==> config.mk <==
export PLATFORM = sky130hd
export DESIGN_NAME = xor_descrambler64
export DESIGN_NICKNAME = d
export VERILOG_FILES = /design/src/rtl/xor_descrambler64.sv
export SDC_FILE = /design/constraint.sdc
export NUM_CORES = 1
export LEC_CHECK = 0
export BUFFER_PORTS_ARGS = -buffer_cell sky130_fd_sc_hd__buf_2
export CAP_MARGIN = 40
export CELL_PAD_IN_SITES_DETAIL_PLACEMENT = 1
export CELL_PAD_IN_SITES_GLOBAL_PLACEMENT = 1
export CORE_MARGIN = 4
export CORE_UTILIZATION = 35
export DETAILED_ROUTE_END_ITERATION = 8
export GPL_TIMING_DRIVEN = 0
export PLACE_DENSITY_LB_ADDON = 0.1
export SLEW_MARGIN = 20
export SYNTH_ARGS = -nofsm -noshare
export SYNTH_HDL_FRONTEND = slang
export SYNTH_SLANG_ARGS = --single-unit
==> constraint.sdc <==
create_clock -name clk -period 4.86 [get_ports clk]
set_clock_uncertainty 0.1 [all_clocks]
set_input_delay 0.486 -clock clk [delete_from_list [all_inputs] [get_ports clk]]
set_output_delay 0.486 -clock clk [all_outputs]
set_load 0.01 [all_outputs]
==> src/rtl/xor_descrambler64.sv <==
// ----------------------------------------------------------------------------
// xor_descrambler64
//
// Self-synchronizing descrambler for the polynomial 1 + x^39 + x^58, one
// WIDTH-bit word per clock. Each received bit is XORed with the received
// bits TAP_A and TAP_B positions earlier. The last TAP_B received bits are
// carried across words in a history register. There are valid/ready
// handshakes on both sides and a single registered output stage.
//
// Optional feature macro: XOR_DESCR_LOCK_EN
//   defined   - the first word after reset or flush only primes the history
//               and raises 'locked'; later words produce output.
//   undefined - every accepted word produces output and 'locked' is tied to 1.
// ----------------------------------------------------------------------------
module xor_descrambler64 #(
    parameter int WIDTH = 64,
    parameter int TAP_A = 39,
    parameter int TAP_B = 58
) (
    input  logic             clk,
    input  logic             rst_n,
    input  logic             flush,
    input  logic             in_valid,
    output logic             in_ready,
    input  logic [WIDTH-1:0] in_data,
    output logic             out_valid,
    input  logic             out_ready,
    output logic [WIDTH-1:0] out_data,
    output logic             locked
);

    localparam int EXT_W = TAP_B + WIDTH;

    // Elaboration-time guards on the tap geometry.
    if (WIDTH < TAP_B) begin : g_bad_width
        $error("xor_descrambler64: WIDTH must be >= TAP_B");
    end
    if (TAP_A >= TAP_B || TAP_A < 1) begin : g_bad_taps
        $error("xor_descrambler64: need 1 <= TAP_A < TAP_B");
    end

    // History: hist_q[0] is the oldest received bit.
    logic [TAP_B-1:0] hist_q, hist_d;
    logic [WIDTH-1:0] out_data_q, out_data_d;
    logic             out_valid_q, out_valid_d;

    logic             accept;
    logic             produce;
    logic [EXT_W-1:0] ext;
    logic [WIDTH-1:0] descr;

    // Ready is held low during reset and flush so no word can slip in then.
    assign in_ready = rst_n && !flush && (!out_valid_q || out_ready);
    assign accept   = in_valid && in_ready;

    // Extended line: current word on top of the carried history, so bit
    // TAP_B+j is the current bit and bits j / TAP_B-TAP_A+j are its taps.
    assign ext   = {in_data, hist_q};
    assign descr = ext[TAP_B +: WIDTH]
                 ^ ext[TAP_B-TAP_A +: WIDTH]
                 ^ ext[0 +: WIDTH];

`ifdef XOR_DESCR_LOCK_EN
    logic locked_q, locked_d;

    // The priming word only loads history; output starts once locked.
    assign produce = accept && locked_q;
    assign locked  = locked_q;

    // Lock is lost on flush and gained on the first accept after it.
    always_comb begin
        locked_d = locked_q;
        if (flush) begin
            locked_d = 1'b0;
        end else if (accept) begin
            locked_d = 1'b1;
        end
    end

    // Lock flag register.
    always_ff @(posedge clk or negedge rst_n) begin
        if (!rst_n) begin
            locked_q <= 1'b0;
        end else begin
            locked_q <= locked_d;
        end
    end
`else
    // Zero history is treated as primed, so every word produces output.
    assign produce = accept;
    assign locked  = 1'b1;
`endif

    // Next-state for history and output stage; flush wins over any accept.
    always_comb begin
        // NOTE: every variable gets a default first so no path holds an old
        // value implicitly, which would infer a latch.
        hist_d      = hist_q;
        out_valid_d = out_valid_q;
        out_data_d  = out_data_q;
        if (flush) begin
            hist_d      = '0;
            out_valid_d = 1'b0;
        end else begin
            if (accept) begin
                hist_d = in_data[WIDTH-1 -: TAP_B];
            end
            if (produce) begin
                out_valid_d = 1'b1;
                out_data_d  = descr;
            end else if (out_ready) begin
                out_valid_d = 1'b0;
            end
        end
    end

    // State registers with asynchronous clear.
    always_ff @(posedge clk or negedge rst_n) begin
        if (!rst_n) begin
            // NOTE: out_data is cleared too, so a word pending at reset is
            // dropped rather than left visible on the bus.
            hist_q      <= '0;
            out_valid_q <= 1'b0;
            out_data_q  <= '0;
        end else begin
            // NOTE: non-blocking assignments so every flop samples the
            // pre-edge value of every other flop.
            hist_q      <= hist_d;
            out_valid_q <= out_valid_d;
            out_data_q  <= out_data_d;
        end
    end

    assign out_valid = out_valid_q;
    assign out_data  = out_data_q;

endmodule

**Word level (Yosys, flattened, before mapping)**

Index checks and enable logic that the tools add are counted.

- Latch bits: 0
- Logic and storage cells: 20
- Output and inout bits: 67
- Register bits after elaboration: 123
- Bits in read-only memories: 0
- Memories: 0
- Bits in writable memories: 0
- Input bits: 69

- Multiplexer cells: 5
- Equal/unequal tests: 0
- Multipliers: 0
- Reduce and logical (&&, ||, !) cells: 9
- Bitwise logic cells: 3
- Divide/modulo/power cells: 0
- Shift operators: 0
- Add/subtract/negate cells: 0
- Magnitude comparators: 0

Operators by type and width:

| operator | count |
|---|---|
| bitwise XOR 64 bit | 2 |
| two-way mux 58 bit | 2 |
| logical AND 1 bit | 3 |
| two-way mux 1 bit | 3 |
| nonzero test 3 bit | 1 |
| logical NOT 1 bit | 2 |
| AND reduction 2 bit | 1 |
| nonzero test 2 bit | 1 |
| logical OR 1 bit | 1 |
| inverter 1 bit | 1 |

**Longest topological paths before layout**

Gate-level depths: netlist of run 1.

- Depth in word-level cells: 6
- Depth in mapped cells: 7
- Mapped depth without buffers: 3

**Worst setup path before layout of run 1**

OpenSTA, ideal clock, no wires.

- Kind: input to output
- From: in out_ready
- To: out in_ready
- Data arrival time: 1214 ps
- Path buffers: 2
- Stages: 5
- Required time: 4274 ps
- Setup slack: 3060 ps
- Cell sequence: nand2b_1 -> buf_6 -> clkbuf_1 -> nand2_1 -> nor2_1

- Cells in the longest elaborated chain, start to end: 2

RTL lines:

| item | RTL line | source |
|---|---|---|
| start, declared | 27 | `input logic out_ready,` |
| logical OR 1 bit | 53 | `assign in_ready = rst_n && !flush && (!out_valid_q \|\| out_ready);` |
| logical AND 1 bit | 53 |  |
| end, declared | 24 | `output logic in_ready,` |

No other way between the ends.

**Worst setup path in the final report of run 1**

- From: in rst_n
- To: reg hist_q[53]

- Cells in the longest elaborated chain, start to end: 4

RTL lines:

| item | RTL line | source |
|---|---|---|
| start, declared | 21 | `input logic rst_n,` |
| logical AND 1 bit (2 in series) | 53 |  |
| logical AND 1 bit | 54 | `assign accept = in_valid && in_ready;` |
| nonzero test 2 bit (no source line) | n/a |  |
| end signal, assigned | 128 | `hist_q <= hist_d;` |
| end, declared | 43 | `logic [TAP_B-1:0] hist_q, hist_d;` |

No other way between the ends.
A chain may end at the register's enable or synchronous reset.

==> results.py, run 1 <==
metrics = {
    "critical_path": {
        "cp.arrival_ns": 2.95,
        "cp-end-kind": "flop",
        "critPathSlowestCell": "dlygate4sd3_1",
        "critical_path_required_ns": 5.09,
        "cp_slowest_stage_delay_ns": 0.56,
        "crit_type": "in -> reg",
        "startpoint_type": "primary input",
        "worstPathCellList": "dlygate4sd3_1 -> buf_8 -> buf_16 -> and2_1 -> clkbuf_1 -> buf_2 -> nand3_1 -> a21oi_1",
        "cp_max_fo": 71,
    },
    "pwr": {
        "sw_frac_of_total_pct": 27.80,
        "cellLeakagePower_nw": 3.482,
        "combPwrFrac_pct": 22.3,
        "p_int_mw": 2.324,
        "switchingPower_uw": 894.9,
        "seqPwrFrac_pct": 40.9,
        "power_density_mw_per_mm2": 414.5,
        "vdd_drop_max_v": 0.0002304,
        "p_clk_share_pct": 36.8,
    },
    "yosys": {
        "avgSynthCellArea_um2": 12.93,
        "synth_cell_types": 19,
        "synth_area_mm2": 0.006218,
        "ys_warn_count": 0,
        "synthCells": 481,
        "syn-num-nets": 550,
        "yosysSeqAreaShare_pct": 49.50,
        "synth_seq_cells": 123,
    },
    "layout": {
        "final_nets": 705,
        "multiInputGateArea_mm2": 0.002980,
        "register_area_mm2": 0.003078,
        "fin_util_pct": 44.74,
        "fill_cells": 1899,
        "syn_to_final_growth_pct": 24.89,
        "n_antenna_cell": 0,
        "drive_above_1_share_pct": 44.07,
    },
    "sta": {
        "fin_crit_ns": 2.718,
        "hold_viol_final": 0,
        "relSlewSlack_pct": 52.70,
        "max_freq_mhz": 367.9,
        "slew_violations": 0,
        "fin_crit_sh_pct": 55.93,
        "worst_pin_slew_ns": 0.7095,
        "fin_ws_ns": 2.142,
        "rsz0062_at_grt": "false",
        "totalNegativeSetupSlack_ns": 0,
        "setup-violations-final": 0,
    },
    "cts": {
        "postCtsResizedCells": 0,
        "clock_sinks": 123,
        "h-tree-depth": 4,
        "cts-root-buf": "clkbuf_16",
        "cts_buffers": 17,
        "cts_tree": "built",
        "clkTransAtPathRegs_ns": 0.06,
        "clock_path_buffers": 2,
        "clkLatencyLatePin_ns": 0.42,
        "hold_buffers": 1,
        "cts_setup_buffers": 0,
    },
    "floorplanning": {
        "die_w_um": 141.3,
        "fp.coreArea_mm2": 0.01736,
        "placementRows": 48,
        "die-area_mm2": 0.01996,
        "start_util_pct": 35.83,
        "die_y_um": 141.3,
        "ioPinCount": 136,
    },
    "global_routing": {
        "grt_max_degree": 72,
        "grt_pass1_vias": 4750,
        "antenna_found_initial": 0,
        "grt_usage_pct": 18.84,
        "grt_overflow": 0,
        "grt_pass1_wl_um": 28170,
    },
    "placed_design": {
        "place_hpwl_um": 13330,
        "pre_cts_slack_ns": 2.303,
        "gp_congestion": 0.7892,
        "io_buffers": 134,
    },
    "route": {
        "dr.pass1.iters": 4,
        "wire_per_inst_um": 20.61,
        "ant_nets": 0,
        "drc_errors": 0,
        "routed_wirelength_um": 18010,
        "route.vias.total": 4171,
        "drtIter0Drc": 139,
        "vias_per_cell": 4.772,
    },
    "hold_path": {
        "hp-class": "in -> reg",
    },
    "run_status": {
        "status": "complete, no violations",
    },
    "run": {
        "max_cap_violations": 0,
    },
}
-- final cells by class --
type                       count  area share [%]
buffer                        25           2.062
tap                          225           3.625
timing repair buffer         136           9.248
sequential                   123           39.63
clock buffer                  23           6.154
clock inverter                 9          0.9022
multi-input combinational    333           38.38
-- layer usage --
metal | GRT usage [%] | wire [um] | part of all wire [%] | vias up
li1 | - | - | - | 1918
met1 | 24.06 | 7979 | 44 | 2137
met2 | 32.00 | 8992 | 50 | 102
met3 | 4.247 | 793 | 4.4 | 14
met4 | 5.660 | 245 | 1.4 | 0
met5 | 0 | 0 | 0 | -
-- kinds of logic (layout without fill, tap and decap cells) --
logic type / count (synthesis) / in the layout / synth area share [%]
buffers and inverters: 25 / 193 / 2.576
DFF: 123 / 123 / 49.50
other: 1 / 1 / 0.06030
AOI/OAI and AO/OA: 33 / 33 / 2.656
and+or+nand+nor: 65 / 65 / 6.238
xor gates and xnor gates: 128 / 128 / 18.03
muxes: 106 / 106 / 20.95
-- sequential cells by signal (all words and copies together) (netlist names) --
register and count:
out_data 64, hist_q 58, out_valid 1
-- cells in the final DEF (no fill, tap or decap), types with 2 or more instances in the layout --
cell type  instances
clkbuf_16         17
buf_2            141
a21oi_1           16
o21ai_0           17
xnor2_1          128
nand2_1            2
buf_8              3
buf_6              4
nand3_1           16
dfrtp_1          123
mux2_4            29
mux2_2            77
clkbuf_8           3
nor2b_1           43
clkbuf_1          13
clkinv_2           8
-- worst max-delay path, delay by kind of cell --
| family | cells | cell delay [ns] |
|---|---|---|
| simple gates | 2 | 0.29 |
| compound gates | 1 | 0.17 |
| buf+inv | 5 | 1.91 |
-- cell usage after synthesis (all sizes together) --
cell type | instances | area share (%)
nand4b | 1 | 0.24
conb | 1 | 0.060
buf | 15 | 2.0
nand3 | 16 | 1.3
clkbuf | 10 | 0.60
nand2b | 1 | 0.10
o21ai | 17 | 1.4
a21oi | 16 | 1.3
xnor2 | 128 | 18
nor2b | 43 | 4.3
mux2 | 106 | 21
dfrtp | 123 | 49
nand2 | 2 | 0.12
nor2 | 1 | 0.060
and2 | 1 | 0.10
-- power by group through the flow --
stage | Combinational (mW) | Clock [mW] | Sequential, mW
floorplan | 0.337 | 0 | 1.40
global placement | 0.715 | 0 | 1.33
detailed placement | 0.733 | 0 | 1.34
CTS | 0.737 | 1.21 | 1.32
global route | 0.785 | 1.26 | 1.34
finish | 0.718 | 1.18 | 1.32
-- metrics by stage --
step / area [um^2] / total power, mW / std cells / hold WS, ns
2_1_floorplan: 6218 / 1.733 / 481 / 0.09041
3_3_place_gp: 7171 / 2.046 / 840 / 0.3818
3_5_place_dp: 7208 / 2.071 / 841 / 0.3539
4_1_cts: 7766 / 3.267 / 874 / 0.2138
5_1_grt: 7766 / 3.384 / 874 / 0.2200
6_report: 7766 / 3.219 / 874 / 0.2255
-- worst paths after layout --
kind / slack (ns) / endpoint / depth (start not counted) / startpoint
setup / recovery: 2.14 / hist_q[53] / 8 / rst_n
setup reg to reg: 3.06 / hist_q[33] / 7 / out_valid
min in group asynchronous: 0.50 / out_data[45] / 2 / rst_n
hold reg to reg: 0.40 / out_data[8] / 1 / out_data[8]
max in group asynchronous: 3.46 / out_data[53] / 3 / rst_n
hold / removal: 0.23 / hist_q[24] / 2 / in_data[30]
No activity file was read; power rests on OpenSTA's default activity.
==> run 2: changes to the inputs <==
--- a/config.mk
+++ b/config.mk
@@ -5,6 +5,7 @@
 export SDC_FILE = /design/constraint.sdc
 export NUM_CORES = 1
 export LEC_CHECK = 0
+export ABC_AREA = 1
 export BUFFER_PORTS_ARGS = -buffer_cell sky130_fd_sc_hd__buf_2
 export CAP_MARGIN = 40
 export CELL_PAD_IN_SITES_DETAIL_PLACEMENT = 1
==> constraint.sdc (replaced) <==
create_clock -name clk -period 2.6 [get_ports clk]
set_clock_uncertainty 0.1 [all_clocks]
set_input_delay 0.26 -clock clk [delete_from_list [all_inputs] [get_ports clk]]
set_output_delay 0.26 -clock clk [all_outputs]
set_load 0.01 [all_outputs]
==> results.py, run 2 <==
metrics = {
    "placed_design": {
        "place_inst": 1434,
        "io_buffers": 134,
        "place_hpwl_um": 18580,
        "gp_congestion": 0.8545,
    },
    "sta": {
        "fin_crit_sh_pct": 79.82,
        "fin_crit_ns": 2.075,
        "relSlewSlack_pct": 45.28,
        "worst_pin_slew_ns": 0.8208,
        "rsz0062_at_grt": "false",
        "hold_viol_final": 0,
        "max_freq_mhz": 481.8,
        "setup-violations-final": 0,
        "slew_violations": 0,
    },
    "critical_path": {
        "cp_max_fo": 41,
        "cp_slowest_stage_delay_ns": 0.56,
        "worstPathCellList": "dlygate4sd3_1 -> buf_8 -> inv_1 -> nor2_2 -> nand3_2 -> inv_2 -> buf_4 -> buf_4 -> nand2_1 -> nand2_1",
        "cp.arrival_ns": 2.33,
        "critical_path_required_ns": 2.86,
        "startpoint_type": "primary input",
        "cp-end-kind": "flop",
        "critPathSlowestCell": "dlygate4sd3_1",
        "crit_type": "in -> reg",
    },
    "floorplanning": {
        "die_w_um": 146.7,
        "ioPinCount": 136,
        "die_y_um": 146.7,
        "placementRows": 50,
        "die-area_mm2": 0.02152,
        "start_util_pct": 35.75,
        "fp.coreArea_mm2": 0.01883,
    },
    "pwr": {
        "cellLeakagePower_nw": 5.277,
        "combPwrFrac_pct": 19.5,
        "vdd_drop_max_v": 0.0004420,
        "switchingPower_mw": 1.831,
        "p_int_mw": 4.145,
        "sw_frac_of_total_pct": 30.64,
        "seqPwrFrac_pct": 38.8,
        "power_density_mw_per_mm2": 684.6,
        "fin_total_pwr_mw": 5.976,
        "p_clk_share_pct": 41.7,
    },
    "yosys": {
        "synthTopCellsByCount": "630 x nand2_1, 126 x inv_1, 123 x dfrtp_1, 122 x nand3_1, 13 x buf_2",
        "syn-num-nets": 1108,
        "ys_warn_count": 0,
        "ys.flop_type": "dfrtp_1",
        "synthTopCellsByArea": "dfrtp_1 46%, nand2_1 35%, nand3_1 9.1%, inv_1 7.0%, buf_4 1.1%",
        "avgSynthCellArea_um2": 6.480,
        "synth_area_leader_cell": "dfrtp_1",
        "yosysSeqAreaShare_pct": 45.72,
        "synth_edf_count": 0,
        "synth_top_area_share_pct": 45.72,
        "synth_seq_cells": 123,
        "synth.most_common_cell": "nand2_1",
        "synth_area_mm2": 0.006733,
        "synthCells": 1039,
        "synthArstFlopShare_pct": 100.0,
        "synth_cell_types": 13,
    },
    "layout": {
        "final_cell_mix": "630 x nand2_1, 146 x buf_2, 126 x inv_1",
        "drive_above_1_share_pct": 15.55,
        "final_common_cell": "nand2_1",
        "fin_util_pct": 46.36,
        "fill_cells": 2508,
        "syn_to_final_growth_pct": 29.66,
        "finalNonFillerCells": 1502,
        "final_nets": 1297,
        "largest_reg_flops": 64,
    },
    "global_routing": {
        "grt_overflow": 0,
        "antenna_found_initial": 1,
        "grt_pass1_vias": 7336,
        "grt_usage_pct": 24.61,
        "grt_pass1_wl_um": 40720,
        "grt_max_degree": 85,
    },
    "cts": {
        "clkTransAtPathRegs_ns": 0.06,
        "clkLatencyLatePin_ns": 0.42,
        "postCtsResizedCells": 0,
        "clock_sinks": 123,
        "cts_buffers": 17,
        "clock_path_buffers": 2,
        "h-tree-depth": 4,
        "cts-root-buf": "clkbuf_16",
        "cts_setup_buffers": 0,
        "cts_tree": "built",
    },
    "route": {
        "vias_per_cell": 4.780,
        "ant_nets": 0,
        "wire_per_inst_um": 17.28,
        "drc_errors": 0,
        "route.vias.total": 7180,
        "drtIter0Drc": 297,
        "dr.pass1.iters": 4,
        "routed_wirelength_um": 25960,
    },
    "run_status": {
        "status": "complete, no violations",
    },
    "hold_path": {
        "hp-class": "in -> reg",
    },
    "run": {
        "max_cap_violations": 0,
    },
}
run 2: cells by family (layout without fill, tap and decap cells):
family | Yosys count | count (layout) | share of synthesized area (%)
and+or+nand+nor | 754 | 754 | 44.43
buffers and inverters | 160 | 362 | 9.719
DFF | 123 | 123 | 45.72
other | 1 | 2 | 0.05570
AOI/OAI and AO/OA | 1 | 1 | 0.07426
run 2: path summary, 6_finish.rpt:
path,slack (ns),endpoint,start,cells past startpoint
worst max-delay path,0.52,hist_q[49],rst_n,10
worst min-delay path,0.008,hist_q[41],in_data[47],3
worst max register to register,0.91,hist_q[39],out_valid,5
worst min register to register,0.37,out_data[22],out_data[22],2
max in group asynchronous,1.41,hist_q[1],rst_n,3
min in group asynchronous,0.22,out_data[55],rst_n,2
run 2: area by class of cell:
type	count	area, um^2	area share (%)
Sequential cell	123	3078	35.26
Multi-Input combinational cell	756	3000	34.37
Timing Repair Buffer	170	1059	12.13
Inverter	127	476.7	5.461
Clock buffer	18	439.2	5.031
Tap cell	260	325.3	3.727
Buffer	33	177.7	2.035
Clock inverter	14	171.4	1.964
Antenna cell	1	2.502	0.02867
run 2: stage by stage:
step	cell area [um^2]	setup WS, ns	TNS, ns	hold WS (ns)
floorplan	6733	1.294	0	-0.1356
global placement	7729	-1.477	-255.67	0.3576
detailed placement	7766	0.6477	0	0.07637
CTS	8727	0.4895	0	0.00003636
global route	8727	0.3329	0	0.003198
finish	8730	0.5246	0	0.008231
run 2: power by group through the flow:
stage               registers (mW)  clock network [mW]  logic (mW)
detailed placement            2.35                   0        1.13
finish                        2.32                2.49        1.16
global placement              2.34                   0        1.10
global route                  2.35                2.64        1.32
floorplan                     2.43                   0       0.503
CTS                           2.32                2.54        1.18
run 2: worst max-delay path, delay by kind of cell:
family                 cells  cell delay (ns)
and+or+nand+nor            4             0.51
buffers and inverters      6             1.53
run 2: what timing repair did:
| item | in CTS | in global routing |
|---|---|---|
| endpoints found under the hold margin | 73 | 0 |
| endpoints found under the setup margin | 0 | 0 |
| hold buffers | 35 | 0 |
run 2: routing by layer:
layer	vias to the layer above	global-route usage (%)	share of wire, %
met2	173	42.27	49
li1	3499	-	-
met4	2	6.632	2.0
met3	46	4.935	4.8
met1	3460	31.68	44
met5	-	0	0.031
